$ cat config.mk
export PLATFORM = sky130hd
export DESIGN_NAME = rx_fifo_stream
export DESIGN_NICKNAME = d
export VERILOG_FILES = /design/src/rtl/rx_fifo_stream.sv
export SDC_FILE = /design/constraint.sdc
export NUM_CORES = 1
export LEC_CHECK = 0
export ABC_AREA = 1
export CAP_MARGIN = 0
export CORE_MARGIN = 2
export CORE_UTILIZATION = 55
export DETAILED_ROUTE_END_ITERATION = 8
export PLACE_DENSITY = 0.8
export SYNTH_ARGS = -nofsm -noshare
export SYNTH_HDL_FRONTEND = slang
export SYNTH_SLANG_ARGS = --single-unit
$ cat constraint.sdc
create_clock -name clk -period 7.9 [get_ports clk]
set_clock_uncertainty 0.15 [all_clocks]
set_input_delay 1.58 -clock clk [delete_from_list [all_inputs] [get_ports clk]]
set_output_delay 1.58 -clock clk [all_outputs]
set_load 0.05 [all_outputs]
$ cat src/rtl/rx_fifo_stream.sv
`default_nettype none
// ============================================================================
//  Module   : rx_fifo_stream
//  Purpose  : Read-side adapter for the RX block-RAM FIFO (registered output,
//             no first-word fall-through). Issues credit-limited reads, absorbs
//             the fixed read latency in a small skid buffer and presents the
//             words as a valid/ready stream master.
//  Revision : 1.0 - initial release
// ============================================================================
module rx_fifo_stream #(
  parameter int READ_LATENCY = 2,
  parameter int BUF_DEPTH    = 4
) (
  input  logic                              clk,
  input  logic                              rst,
  input  logic                              i_fifo_empty,
  output logic                              o_fifo_re,
  input  logic [31:0]                       i_fifo_dout,
  output logic [31:0]                       o_m_tdata,
  output logic                              o_m_tvalid,
  input  logic                              i_m_tready,
  output logic [$clog2(READ_LATENCY+1)-1:0] o_in_flight,
  output logic [31:0]                       o_rx_words
);

  // Widths: pointers index the buffer, occupancy must reach BUF_DEPTH itself,
  // the in-flight counter must reach READ_LATENCY itself.
  localparam int c_PTR_W = $clog2(BUF_DEPTH);
  localparam int c_CNT_W = c_PTR_W + 1;
  localparam int c_FLT_W = $clog2(READ_LATENCY + 1);

  localparam logic [c_PTR_W-1:0] c_PTR_ONE = c_PTR_W'(1);
  localparam logic [c_CNT_W-1:0] c_CNT_ONE = c_CNT_W'(1);
  localparam logic [c_FLT_W-1:0] c_FLT_ONE = c_FLT_W'(1);
  localparam logic [31:0]        c_WRD_ONE = 32'd1;

  logic [READ_LATENCY-1:0] r_rd_pipe;
  logic [31:0]             r_buf [BUF_DEPTH];
  logic [c_PTR_W-1:0]      r_wr_ptr;
  logic [c_PTR_W-1:0]      r_rd_ptr;
  logic [c_CNT_W-1:0]      r_count;
  logic [c_FLT_W-1:0]      r_in_flight;
  logic [31:0]             r_rx_words;

  logic                    w_capture;
  logic                    w_pop;
  logic                    w_credit;
  logic                    w_re;

  // A read issued READ_LATENCY cycles ago has its word on i_fifo_dout now.
  assign w_capture = r_rd_pipe[READ_LATENCY-1];

  // Credit counts buffered words plus reads still in the pipe, both taken
  // from registers; a same-cycle pop is deliberately not credited so the
  // buffer can never overflow.
  assign w_credit  = (32'(r_count) + 32'(r_in_flight)) < 32'(BUF_DEPTH);
  assign w_re      = !rst && !i_fifo_empty && w_credit;
  assign o_fifo_re = w_re;

  assign o_m_tvalid  = (r_count != '0);
  assign o_m_tdata   = r_buf[r_rd_ptr];
  assign w_pop       = o_m_tvalid && i_m_tready;
  assign o_in_flight = r_in_flight;
  assign o_rx_words  = r_rx_words;

  // Read-latency tracking shift register; a single stage needs no shift.
  generate
    if (READ_LATENCY == 1) begin : g_pipe_single
      // Track the one outstanding read stage.
      always_ff @(posedge clk or posedge rst) begin
        if (rst) begin
          r_rd_pipe <= '0;
        end else begin
          r_rd_pipe <= w_re;
        end
      end
    end else begin : g_pipe_multi
      // Shift the read enable toward the capture stage.
      always_ff @(posedge clk or posedge rst) begin
        if (rst) begin
          r_rd_pipe <= '0;
        end else begin
          r_rd_pipe <= {r_rd_pipe[READ_LATENCY-2:0], w_re};
        end
      end
    end
  endgenerate

  // Capture returning FIFO data into the skid buffer; entries clear on reset
  // so the stream data output starts at zero.
  always_ff @(posedge clk or posedge rst) begin
    if (rst) begin
      for (int i = 0; i < BUF_DEPTH; i++) begin
        r_buf[i] <= '0;
      end
      r_wr_ptr <= '0;
    end else if (w_capture) begin
      r_buf[r_wr_ptr] <= i_fifo_dout;
      r_wr_ptr        <= r_wr_ptr + c_PTR_ONE;
    end
  end

  // Advance the read pointer and the handshake counter on every transfer.
  always_ff @(posedge clk or posedge rst) begin
    if (rst) begin
      r_rd_ptr   <= '0;
      r_rx_words <= '0;
    end else if (w_pop) begin
      r_rd_ptr   <= r_rd_ptr + c_PTR_ONE;
      r_rx_words <= r_rx_words + c_WRD_ONE;
    end
  end

  // Buffer occupancy: capture adds, handshake removes, both cancel.
  always_ff @(posedge clk or posedge rst) begin
    if (rst) begin
      r_count <= '0;
    end else begin
      case ({w_capture, w_pop})
        2'b10:   r_count <= r_count + c_CNT_ONE;
        2'b01:   r_count <= r_count - c_CNT_ONE;
        default: r_count <= r_count;
      endcase
    end
  end

  // Outstanding reads: issue adds, capture removes, both cancel.
  always_ff @(posedge clk or posedge rst) begin
    if (rst) begin
      r_in_flight <= '0;
    end else begin
      case ({w_re, w_capture})
        2'b10:   r_in_flight <= r_in_flight + c_FLT_ONE;
        2'b01:   r_in_flight <= r_in_flight - c_FLT_ONE;
        default: r_in_flight <= r_in_flight;
      endcase
    end
  end

endmodule
`default_nettype wire

# Yosys cells after proc, flatten, opt, wreduce, memory -nomap -nowiden
# Cells that the tools add are included.
dict set report word_totals {
  register_bits 171
  wordCells 45
}
dict set report classes {
  add_sub_neg 8
  n_lt_le_gt_ge 4
  eq_ne 4
  n_mux 8
  bitwise 2
  reduce_logical 9
}
# cell n
set op_table {}
lappend op_table {{128-bit bitwise mux} 1}
lappend op_table {{32-bit two-way mux} 3}
lappend op_table {{32-bit binary-select mux with 2-bit select} 1}
lappend op_table {{32-bit demux with 2-bit select} 1}
lappend op_table {{32-bit by 1-bit adder with 32-bit output (second input constant)} 1}
lappend op_table {{2-bit by 1-bit adder with 2-bit output (second input constant)} 3}
lappend op_table {{3-bit >= comparator (second input constant)} 2}
lappend op_table {{2-bit inverter with 3-bit output} 2}
lappend op_table {{3-bit case mux with 2 select lines} 1}
lappend op_table {{3-bit by 2-bit adder with 4-bit output} 1}
lappend op_table {{2-bit by 1-bit == test with 1-bit output (second input constant)} 2}
lappend op_table {{2-bit == test (second input constant)} 2}
lappend op_table {{1-bit logical AND} 4}
lappend op_table {{4-bit by 3-bit < comparator with 1-bit output (second input constant)} 1}
lappend op_table {{2-bit case mux with 2 select lines} 1}
lappend op_table {{2-bit nonzero test} 2}
lappend op_table {{3-bit by 1-bit adder with 3-bit output (second input constant)} 1}
lappend op_table {{3-bit by 1-bit < comparator with 1-bit output (second input constant)} 1}
lappend op_table {{3-bit nonzero test} 1}
lappend op_table {{3-bit by 1-bit subtractor with 3-bit output (second input constant)} 1}
lappend op_table {{1-bit zero test} 2}
lappend op_table {{2-bit by 1-bit subtractor with 2-bit output (second input constant)} 1}

# Longest topological paths before layout
# Gate-level depths: netlist of run 1.
dict set report depth {
  ltp_word 6
  depth_mapped 9
  depth_no_buf 9
}

# Worst setup path before layout of run 1
# No wires, ideal clock.
dict set report synth_path {
  path_type {in2out}
  start {in i_fifo_empty}
  end {out o_fifo_re}
  arrival_ns 2.135
  t_required_ns 6.170
  slack_ns 4.035
  stages 2
  path_cell_list {nor2_1 -> and3_1}
}
dict set report synth_between {
  elab_chain_cells 3
}
# element line_no
set synth_lines {}
lappend synth_lines {{start, declared} 16} ;# input logic i_fifo_empty,
lappend synth_lines {{1-bit zero test} 57} ;# assign w_re = !rst && !i_fifo_empty && w_credit;
lappend synth_lines {{1-bit logical AND (2 in series)} 57}
lappend synth_lines {{end, declared} 17} ;# output logic o_fifo_re,
# Every way passes these cells.

# Worst setup path after layout of run 1
dict set report layout_path {
  start {reg r_rd_ptr[0]}
  end {out o_m_tdata[22]}
}
dict set report layout_between {
  elab_chain_cells 4
}
# element line_no
set layout_lines {}
lappend layout_lines {{start, declared} 40} ;# logic [c_PTR_W-1:0] r_rd_ptr;
lappend layout_lines {{start signal, assigned} 109} ;# r_rd_ptr <= r_rd_ptr + c_PTR_ONE;
lappend layout_lines {{2-bit inverter with 3-bit output (implied by the code)} 61} ;# assign o_m_tdata = r_buf[r_rd_ptr];
lappend layout_lines {{32-bit binary-select mux with 2-bit select} 61}
lappend layout_lines {{32-bit two-way mux (implied by the code) (2 in series)} 61}
lappend layout_lines {{end, declared} 19} ;# output logic [31:0] o_m_tdata,
# Every way passes these cells. The select of a mux whose other input is x is not followed.

==> results.toml, run 1 <==
[status]
status = "finished, final reports clean"

[logic_synthesis]
synth_fp_nets = 970
netlist_instances = 925
yosys.area_share.simple_pct = 20.0
netlist_area_sq_um = 7840
synth_cell_types = 28
synth_seq_cells = 171
synthAdderAreaFrac_pct = 1.53
synth_top_family_by_area = "simple AND/OR/NAND/NOR gates"
yosys-mux-area-fraction_pct = 0
ys_seq_area_share_pct = 54.6
synth_top_area_cell = "dfrtp_1"
synth_xor_area_share_pct = 2.24
synth-compound-area-share_pct = 15.7
yosysWarnings = 0
ys_top_cells_by_area = "dfrtp_1 55%, o21ai_0 13%, nand2_1 10%"
synth_top_cell_area_share_pct = 54.6
synth.avg_cell_area_sq_um = 8.47

[drt]
wl_mm = 18.1
final_antenna_net_count = 0
vias_per_cell = 5.46
drt_first_pass_iters = 5
detail_route.wl_per_cell_um = 15.1
first_iter_violations = 554
post-route-drc-count = 0
vias = 6533

[layout]
area_growth_pct = 21.8
drive_gt1_share_pct = 5.81
final_area_sq_um = 9550
fin_cells = 1196
nets = 1048
num_antenna_cells = 0
nFillCells = 1111
final_util_pct = 68.8

[sta]
final.period_utilization_pct = 67.9
tns_ns = 0
rsz0062_at_grt = "no"
tightest_slew_ns = 1.17
fin_ws_ns = 2.54
holdWs_ns = 0.209
slew_headroom_pct = 21.8
slew_violations = 0
fin_crit_ns = 5.36
max_clock_freq_ghz = 0.186
hold_viol = 0
setup-violations-final = 0

[worst_setup_path]
critPathBufInv = 2
slowest_stage = "dfrtp_2"
critPathArrivalTime_ns = 3.63
path_cells = "inv_2 > o21ai_0 > o22ai_1 > clkdlybuf4s50_1"
required_ns = 6.17
crit_family = "buffers and inverters"
startpoint_type = "flop"
end_kind = "primary output"
worst_path_largest_cell_delay_ns = 1.13
startpoint = "r_rd_ptr[0]$_DFFE_PP0N_"
path_max_fanout = 66
r2r-start = "r_rd_ptr[0]$_DFFE_PP0N_"
path_class = "reg2out"

[grt]
grt_pass1_wl_mm = 30.0
grt_max_degree = 95
antenna_found_initial = 0
track_usage_pct = 25.3
first_global_vias = 6198
overflow = 0

[placement]
dp_hpwl_mm = 10.7
gp_congestion = 0.843
dp_cells = 1164
dp_slack_ns = 2.98
io_buffers = 103
dpl_cell_area_sq_um = 8930

[power]
p_leak_nw = 4.45
p_switching_mw = 1.88
p_int_mw = 2.42
pwr-share-seq_pct = 35.3
finalPower_mw = 4.30
power_density_nw_per_um2 = 451
vdd_drop_max_mv = 0.324
clockPowerShare_pct = 20.1
switching_share_pct = 43.7
combPwrFrac_pct = 44.6

[worst_hold_path]
min_from = "r_rd_pipe[0]$_DFF_PP0_"
hold_class = "reg2reg"

[job]
drv_cap = 0

[clock_network]
clockBufferDepth = 2
cts_buffers = 17
cts_tree = "yes"
clockRootBuffer = "clkbuf_16"
clk_latency_ns = 0.43
ctsResizeCount = 0
postCtsSetupRepairBufs = 0
clk_pin_slew_ns = 0.06
cts.sinks = 171
holdBufCountCts = 0
h-tree-depth = 4

[floorplanning]
chipHeight_um = 123
dieArea_sq_um = 15200
initial_core_util_pct = 56.4
io_pins = 104
die_x_um = 123
rows = 43
fp.coreArea_sq_um = 13900
[synthesized netlist by cell type]
| library cell | count |
|---|---|
| nand2_1 | 219 |
| o21ai_0 | 198 |
| dfrtp_1 | 171 |
| nor2_1 | 100 |
| inv_1 | 71 |
| clkbuf_1 | 39 |
| o22ai_1 | 32 |
| nand3_1 | 14 |
| nand4_1 | 11 |
| xnor2_1 | 11 |
| xor2_1 | 9 |
| ha_1 | 8 |
| nand3b_1 | 6 |
| buf_2 | 5 |
| nand2_2 | 5 |
| nor2_2 | 5 |
| nor2_4 | 4 |
| o21ai_1 | 3 |
| a21oi_1 | 2 |
| nand2_4 | 2 |
| nor2_8 | 2 |
| nor3_1 | 2 |
| a21oi_4 | 1 |
| and3_1 | 1 |
| buf_4 | 1 |
| buf_6 | 1 |
| fa_1 | 1 |
| inv_2 | 1 |
[power by group through the flow]
stage	combinational, mW	clock (mW)	sequential [mW]
after global routing	2.08	0.912	1.57
after floorplan	1.34	0	1.50
final	1.92	0.864	1.52
after CTS	1.93	0.869	1.51
after global placement	1.87	0	1.51
after detailed placement	1.91	0	1.52
[worst paths after layout]
check                                        endpoint  slack, ns  cells after the start
hold / removal                 r_rd_pipe[1]$_DFF_PP0_       0.21                      0
max in group asynchronous     r_rd_ptr[0]$_DFFE_PP0N_       4.48                      3
setup reg to reg              r_rd_ptr[1]$_DFFE_PP0N_       5.29                      3
min in group asynchronous  o_in_flight[0]$_DFFE_PP0P_       1.57                      2
setup / recovery                        o_m_tdata[22]       2.54                      4
hold reg to reg                r_rd_pipe[1]$_DFF_PP0_       0.21                      0
[layer usage]
layer	wire [um]	track usage [%]
met1	8220	34.9
met2	8420	39.7
met3	1080	5.40
met4	338	9.09
met5	0	0
[layout make-up]
cell class | count | area [sq um] | area share [%]
inverter | 72 | 275 | 2.88
clock inverter | 10 | 139 | 1.45
multi-input combinational | 636 | 3110 | 32.5
timing repair buffer | 105 | 1050 | 11.0
tap | 180 | 225 | 2.36
sequential | 171 | 4280 | 44.8
clock buffer | 22 | 474 | 4.97
[flip-flops by register name (all words and copies together), names as in the netlist]
name         cells
r_rd_ptr         2
r_rd_pipe        2
r_buf          128
o_rx_words      32
r_wr_ptr         2
r_count          3
o_in_flight      2
[cells in the final DEF, fill, tap and decap left out]
cell type,n
nand2_1,215
nor2_1,100
clkinv_4,2
dfrtp_1,170
nand2_4,2
nor2_4,4
and3_1,1
o21ai_0,198
inv_2,2
nand4_1,11
nor2_8,2
clkbuf_1,2
ha_1,8
clkinvlp_4,1
xor2_1,9
o22ai_1,32
xnor2_1,11
nand3_1,14
nand2_2,9
clkbuf_8,3
inv_1,69
nand3b_1,6
dfrtp_2,1
clkinv_2,3
buf_4,2
fa_1,1
nor3_1,2
bufinv_16,3
nor2_2,5
inv_6,2
a21oi_1,2
clkbuf_16,17
a21oi_4,1
clkdlybuf4s50_1,103
o21ai_1,3
[cell families (layout without fill, tap and decap cells)]
group / count (synthesis) / after routing
AO/OA/AOI/OAI: 236 / 236
XOR/XNOR: 20 / 20
adder cells (fa/ha/maj): 9 / 9
buffers and inverters: 118 / 209
flip-flops: 171 / 171
AND/OR/NAND/NOR: 371 / 371
[worst reg2reg max path: cells and delay by family, from the launching register on]
| family | cells | cell delay (ns) |
|---|---|---|
| xor+xnor | 1 | 0.16 |
| simple gates | 1 | 0.36 |
| buf+inv | 1 | 0.74 |
| flops | 1 | 1.13 |
No activity file was read; power rests on OpenSTA's default activity.
==> run 2: changes to the inputs <==
==> constraint.sdc (replaced) <==
create_clock -name clk -period 5.3 [get_ports clk]
set_clock_uncertainty 0.15 [all_clocks]
set_input_delay 1.06 -clock clk [delete_from_list [all_inputs] [get_ports clk]]
set_output_delay 1.06 -clock clk [all_outputs]
set_load 0.05 [all_outputs]
==> run 2 against run 1 <==
Net effect: clock power grew 41%; cell count is essentially flat; global-route usage shrank 0.16 points; via count shrank 0.32%; routed wire length shrank 2.8%; utilization grew 0.072 points; combinational power grew 53%; first-iteration DRC count grew 0.36%; largest cell class unchanged; highest routed layer unchanged.
==> results.toml, run 2 (synthesis results as in run 1) <==
[layout]
mostFrequentLayoutCell = "nand2_1"
drive_gt1_share_pct = 6.10
nets = 1050
area_growth_pct = 22.0
fin_cells = 1197
final_cell_mix = "215 x nand2_1, 198 x o21ai_0, 170 x dfrtp_1"
largest_reg_flops = 128
max_flop_register = "r_buf"
num_antenna_cells = 0

[clock_network]
holdBufCountCts = 0
clockBufferDepth = 2
clockRootBuffer = "clkbuf_16"
cts_buffers = 17
cts.sinks = 171
h-tree-depth = 4
postCtsSetupRepairBufs = 0
clk_pin_slew_ns = 0.06
clk_latency_ns = 0.42
cts_tree = "yes"
ctsResizeCount = 0

[worst_setup_path]
startpoint_type = "flop"
path_cells = "buf_4 > inv_1 > o21ai_0 > o22ai_1 > clkdlybuf4s50_1"
crit_family = "buffers and inverters"
critPathBufInv = 3
path_class = "reg2out"
end_kind = "primary output"
path_max_fanout = 34
worst_path_largest_cell_delay_ns = 0.85
critPathArrivalTime_ns = 3.27
slowest_stage = "clkdlybuf4s50_1"
required_ns = 4.09

[grt]
grt_max_degree = 172
antenna_found_initial = 0
grt_pass1_wl_mm = 30.1
first_global_vias = 6343
track_usage_pct = 25.1
overflow = 0

[sta]
rsz0062_at_grt = "no"
hold_viol = 0
setup-violations-final = 0
fin_crit_ns = 4.48
final.period_utilization_pct = 84.5
fin_ws_ns = 0.823
tns_ns = 0
slew_headroom_pct = 25.5
tightest_slew_ns = 1.11
holdWs_ns = 0.197
max_clock_freq_ghz = 0.223
slew_violations = 0

[floorplanning]
chipHeight_um = 123
fp.coreArea_sq_um = 13900
rows = 43
die_x_um = 123
initial_core_util_pct = 56.4
io_pins = 104
dieArea_sq_um = 15200

[drt]
first_iter_violations = 556
vias_per_cell = 5.44
drt_first_pass_iters = 5
detail_route.wl_per_cell_um = 14.7
final_antenna_net_count = 0
post-route-drc-count = 0
wl_mm = 17.5
vias = 6512

[power]
power_density_nw_per_um2 = 664
vdd_drop_max_mv = 0.401
p_leak_nw = 4.45
finalPower_mw = 6.34

[placement]
dp_cells = 1166
dp_slack_ns = 1.38
gp_congestion = 0.854
io_buffers = 103
dp_hpwl_mm = 10.8

[worst_hold_path]
hold_class = "reg2reg"

[status]
status = "finished, final reports clean"

[job]
drv_cap = 0
-- run 2: changes by cell type in the layout (fill, tap and decap cells not counted), sizes merged --
cell | previous run | this run
buf | 2 | 4
clkbuf | 22 | 20
clkinvlp | 1 | 3
bufinv | 3 | 2
clkinv | 5 | 6
inv | 73 | 72
-- run 2: power by group --
group | total [mW] | switching [mW] | internal, mW
Clock | 1.22 | 0.498 | 0.726
Sequential | 2.19 | 0.327 | 1.86
Combinational | 2.93 | 1.95 | 0.984
Total | 6.34 | 2.77 | 3.57
-- run 2: stage by stage --
stage	utilization, %	instance area, sq um
after floorplan	-	7840
after global placement	64.6	8970
after detailed placement	64.6	8970
after CTS	68.8	9560
after global routing	68.8	9560
final	68.8	9560
-- run 2: routing by layer --
| layer | GRT usage [%] | routed length [um] | vias up | part of all wire, % |
|---|---|---|---|---|
| li1 | - | - | 3176 | - |
| met5 | 0 | 0 | - | 0 |
| met4 | 7.74 | 318 | 0 | 1.8 |
| met1 | 33.2 | 7920 | 3132 | 45 |
| met2 | 40.9 | 8390 | 174 | 48 |
| met3 | 6.46 | 916 | 30 | 5.2 |
-- run 2: final timing paths --
check | to | slack (ns) | depth (start not counted) | from
min in group asynchronous | r_count[0]$_DFFE_PP0P_ | 1.11 | 3 | rst
hold / removal | r_rd_pipe[1]$_DFF_PP0_ | 0.20 | 0 | r_rd_pipe[0]$_DFF_PP0_
setup reg to reg | r_count[2]$_DFFE_PP0P_ | 3.19 | 8 | r_count[1]$_DFFE_PP0P_
max in group asynchronous | r_buf[74]$_DFFE_PP0P_ | 3.23 | 3 | rst
setup / recovery | o_m_tdata[26] | 0.82 | 5 | r_rd_ptr[1]$_DFFE_PP0N_
hold reg to reg | r_rd_pipe[1]$_DFF_PP0_ | 0.20 | 0 | r_rd_pipe[0]$_DFF_PP0_
-- run 2: worst register-to-register path, delay by kind of cell, from the launching register on --
kind	cells	cell delay [ns]
adders and majority gates	2	0.60
AOI/OAI and AO/OA	3	0.55
DFF	1	0.41
and+or+nand+nor	1	0.09
buffers and inverters	1	0.07
xor gates and xnor gates	1	0.13
-- run 2: final cells by class --
cell class	count	area (sq um)
Clock buffer	20	467
Tap cell	180	225
Fill cell	1124	4330
Inverter	72	274
Timing Repair Buffer	107	1090
Sequential cell	171	4280
Multi-Input combinational cell	636	3110
Clock inverter	11	118
